### config.mk
export PLATFORM = sky130hd
export DESIGN_NAME = truth_table_scanner
export DESIGN_NICKNAME = d
export VERILOG_FILES = /design/src/rtl/truth_table_scanner.sv
export SDC_FILE = /design/constraint.sdc
export NUM_CORES = 1
export LEC_CHECK = 0
export ABC_AREA = 1
export CORE_MARGIN = 2
export CORE_UTILIZATION = 52
export DETAILED_ROUTE_END_ITERATION = 7
export GPL_ROUTABILITY_DRIVEN = 0
export PLACE_DENSITY = 0.82
export SYNTH_ARGS = -nofsm -noshare
export SYNTH_HDL_FRONTEND = slang
export SYNTH_SLANG_ARGS = --single-unit
### constraint.sdc
create_clock -name clk -period 2.26 [get_ports clk]
set_input_delay 0.226 -clock clk [delete_from_list [all_inputs] [get_ports clk]]
set_output_delay 0.226 -clock clk [all_outputs]
set_load 0.01 [all_outputs]
### src/rtl/truth_table_scanner.sv
// truth_table_scanner: steps an N-input combinational gate through every input
// combination, samples its 1-bit response after a settle window, assembles the
// truth table and compares it against a golden table.
module truth_table_scanner #(
    parameter int N_INPUTS      = 2,
    parameter int SETTLE_CYCLES = 1
) (
    input  logic                  clk,
    input  logic                  rst,
    input  logic                  start,
    input  logic [(1<<N_INPUTS)-1:0] expected,
    input  logic                  resp,
    output logic [N_INPUTS-1:0]   stim,
    output logic                  busy,
    output logic                  done,
    output logic [(1<<N_INPUTS)-1:0] table_out,
    output logic                  pass,
    output logic [N_INPUTS-1:0]   fail_index
);

    localparam int W     = 1 << N_INPUTS;
    localparam int CNT_W = (SETTLE_CYCLES > 1) ? $clog2(SETTLE_CYCLES) : 1;
    localparam logic [CNT_W-1:0] CNT_LAST = CNT_W'(SETTLE_CYCLES - 1);

    typedef enum logic [1:0] {
        IDLE   = 2'd0,
        SCAN   = 2'd1,
        FINISH = 2'd2
    } state_t;

    state_t                state_q, state_d;
    logic [N_INPUTS-1:0]   stim_q, stim_d;
    logic                  busy_q, busy_d;
    logic                  done_q, done_d;
    logic [W-1:0]          table_q, table_d;
    logic [W-1:0]          exp_q, exp_d;
    logic                  pass_q, pass_d;
    logic [N_INPUTS-1:0]   fidx_q, fidx_d;
    logic [CNT_W-1:0]      cnt_q, cnt_d;

    // Lowest set bit of a difference vector; zero when no bit differs.
    function automatic logic [N_INPUTS-1:0] lowest_diff(input logic [W-1:0] diff);
        logic [N_INPUTS-1:0] idx;
        idx = '0;
        for (int i = W - 1; i >= 0; i--) begin
            if (diff[i]) idx = N_INPUTS'(i);
        end
        return idx;
    endfunction

    // Next-state logic: scan sequencing, table capture and verdict at the final window.
    always_comb begin
        state_d = state_q;
        stim_d  = stim_q;
        busy_d  = busy_q;
        done_d  = 1'b0;
        table_d = table_q;
        exp_d   = exp_q;
        pass_d  = pass_q;
        fidx_d  = fidx_q;
        cnt_d   = cnt_q;

        case (state_q)
            IDLE, FINISH: begin
                state_d = IDLE;
                if (start) begin
                    state_d = SCAN;
                    busy_d  = 1'b1;
                    stim_d  = '0;
                    cnt_d   = '0;
                    exp_d   = expected;
                    table_d = '0;
                    pass_d  = 1'b0;
                    fidx_d  = '0;
                end
            end
            SCAN: begin
                if (cnt_q == CNT_LAST) begin
                    cnt_d          = '0;
                    table_d[stim_q] = resp;
                    if (stim_q == '1) begin
                        // Last combination: verdict is registered together with entry to FINISH
                        state_d = FINISH;
                        stim_d  = '0;
                        busy_d  = 1'b0;
                        done_d  = 1'b1;
                        pass_d  = (table_d == exp_q);
                        fidx_d  = lowest_diff(table_d ^ exp_q);
                    end else begin
                        stim_d = stim_q + N_INPUTS'(1);
                    end
                end else begin
                    cnt_d = cnt_q + CNT_W'(1);
                end
            end
            default: begin
                state_d = IDLE;
                busy_d  = 1'b0;
                stim_d  = '0;
            end
        endcase
    end

    // State register with synchronous reset clearing every output and the scan position.
    always_ff @(posedge clk) begin
        if (rst) begin
            state_q <= IDLE;
            stim_q  <= '0;
            busy_q  <= 1'b0;
            done_q  <= 1'b0;
            table_q <= '0;
            exp_q   <= '0;
            pass_q  <= 1'b0;
            fidx_q  <= '0;
            cnt_q   <= '0;
        end else begin
            state_q <= state_d;
            stim_q  <= stim_d;
            busy_q  <= busy_d;
            done_q  <= done_d;
            table_q <= table_d;
            exp_q   <= exp_d;
            pass_q  <= pass_d;
            fidx_q  <= fidx_d;
            cnt_q   <= cnt_d;
        end
    end

    assign stim       = stim_q;
    assign busy       = busy_q;
    assign done       = done_q;
    assign table_out  = table_q;
    assign pass       = pass_q;
    assign fail_index = fidx_q;

endmodule
==> flow_summary.json <==
{
  "arrival_ps": 1260,
  "start_util_pct": 55.8,
  "crit_path_top_delay_cell": "clkdlybuf4s50_1",
  "nNetsFinal": 154,
  "cp_data_required_time_ps": 2030,
  "rows": 14,
  "syn_inst": 120,
  "cp_num_buf_inv": 1,
  "worstSetupPathType": "reg -> out",
  "ys_ff_latch": 17,
  "cp_max_fo": 5,
  "layout_common_cells": "nand2_1, inv_1, clkdlybuf4s50_1",
  "wire_per_inst_um": 12.4,
  "cp-start-kind": "register",
  "crit_chain": "clkdlybuf4s50_1",
  "drt_iter0_drc": 25,
  "root_buffer": "clkbuf_4",
  "fp.dieH_um": 44.5,
  "vias": 823,
  "drt.antenna.violating_nets": 0,
  "grt_max_degree": 12,
  "via_per_inst": 5.24,
  "syn_nets": 132,
  "clk_latency_ps": 300,
  "min_path_type": "reg -> reg",
  "synth-seq-area-share_pct": 40.0,
  "grt_pass1_vias": 780,
  "finalWirelength_um": 1950,
  "fmax_ghz": 0.674,
  "cp-end-kind": "output pin",
  "dieArea_um2": 1980,
  "final.setup_skew_ps": 5.79,
  "fin_crit_sh_pct": 65.6,
  "synthDistinctLibCells": 16,
  "numCtsBuffers": 3,
  "slew_headroom_pct": 76.4,
  "antennaDiodeCount": 0,
  "overflow": 0,
  "p_per_area_nw_per_um2": 555,
  "drive_above_1_share_pct": 14.9,
  "setup_viol_count_final": 0,
  "place_ws_ps": 765,
  "cts_tree": "done",
  "post_cts_buffers": 0,
  "areaGrowthSynthToFinish_pct": 26.5,
  "dr.pass1.iters": 6,
  "finalWorstSetupSlack_ps": 777,
  "place_hpwl_um": 1470,
  "leakagePower_nw": 0.460,
  "finalHoldViolations": 0,
  "fin_tns_setup_ps": 0,
  "maxCapViolCount": 0,
  "syn_avg_cell_area_um2": 7.09,
  "antenna_found_initial": 0,
  "multi_input_area_um2": 423,
  "fin_crit_ps": 1480,
  "peakVddDrop_mv": 0.327,
  "clock-sinks": 17,
  "ios": 19,
  "ctsResizeCount": 0,
  "drc": 0,
  "cp_top_family": "buffers and inverters",
  "grt_setup_unrepaired": "no",
  "critical_path.max_stage_delay_ps": 560,
  "netlist_area_um2": 851,
  "layout.area.seq_um2": 340,
  "grt_pass1_wl_um": 3300,
  "h-tree-depth": 1,
  "yosys_warnings": 0,
  "gr-usage-all-layers_pct": 23.4,
  "fp.dieW_um": 44.5,
  "layout_commonest_cell": "nand2_1",
  "coreArea_um2": 1520,
  "nFillCells": 126,
  "status": "complete, no violations",
  "slew_viol_final": 0,
  "worst_slew_pin_slew_ps": 353,
  "path_clk_slew_ps": 90,
  "clock_path_buffers": 2,
  "portBuffers": 18,
  "hold_buffers": 0
}
-- through the flow --
stage / power, mW / area, um2 / hold WS (ps) / cells / utilization, %
after global placement: 0.434 / 1050 / 454 / 153 / 68.9
after global routing: 0.628 / 1080 / 499 / 157 / 70.6
final: 0.597 / 1080 / 481 / 157 / 70.6
after CTS: 0.602 / 1080 / 483 / 157 / 70.6
after floorplan: 0.395 / 851 / 303 / 120 / -
after detailed placement: 0.436 / 1050 / 469 / 153 / 68.9
-- kinds of logic after synthesis --
kind of cell	share of synthesized area, %
buf+inv	10.3
compound gates	13.7
fa+ha+maj	5.88
flops	40.0
simple gates	30.1
-- worst min-delay path, delay by kind of cell (launching register included) --
family / cells / cell delay (ps)
AOI/OAI and AO/OA: 1 / 50
DFF: 1 / 320
buffers and inverters: 1 / 70
-- flip-flops by register name (all words and copies together) (netlist names) --
signal and cells:
pass 1, stim 2, fail_index 2, done 1, exp_q 4, state_q 2, busy 1, table_out 4
-- final cells by class --
class | count | share of cell area (%)
Multi-Input combinational cell | 80 | 39.3
Clock buffer | 4 | 2.44
Inverter | 21 | 7.33
Sequential cell | 17 | 31.6
Tap cell | 16 | 1.86
Timing Repair Buffer | 19 | 17.4
-- Yosys cell counts --
master / number / area, um2
inv_2: 2 / 7.51
nand3_1: 5 / 25.0
nor2_1: 2 / 7.51
nand2_2: 6 / 37.5
buf_1: 1 / 3.75
nor2_2: 3 / 18.8
nand2_1: 34 / 128
a21oi_1: 12 / 60.1
nand3_2: 3 / 30.0
o21ai_0: 6 / 30.0
ha_1: 4 / 50.1
a21oi_2: 3 / 26.3
nor3_1: 2 / 10.0
inv_1: 19 / 71.3
buf_2: 1 / 5.00
dfxtp_1: 17 / 340
-- where the power goes --
group	switching [mW]	total, mW	internal (mW)
Combinational	0.0642	0.109	0.0451
Sequential	0.00899	0.321	0.312
Clock	0.0974	0.166	0.0688
-- metal layers --
| metal | vias up | routed length [um] | GRT usage, % |
|---|---|---|---|
| li1 | 415 | - | - |
| met2 | 26 | 961 | 39.4 |
| met4 | 0 | 25 | 14.5 |
| met1 | 379 | 861 | 26.4 |
| met5 | - | 0 | 0 |
| met3 | 3 | 106 | 5.31 |
-- worst paths after layout --
kind	start	slack (ps)	endpoint	cells after the start
max	stim[1]	780	stim[1]	1
min	exp_q[0]	480	exp_q[0]	2
max reg2reg	stim[0]	850	pass	9
min reg2reg	exp_q[0]	480	exp_q[0]	2
(Power assumes the default switching activity.)
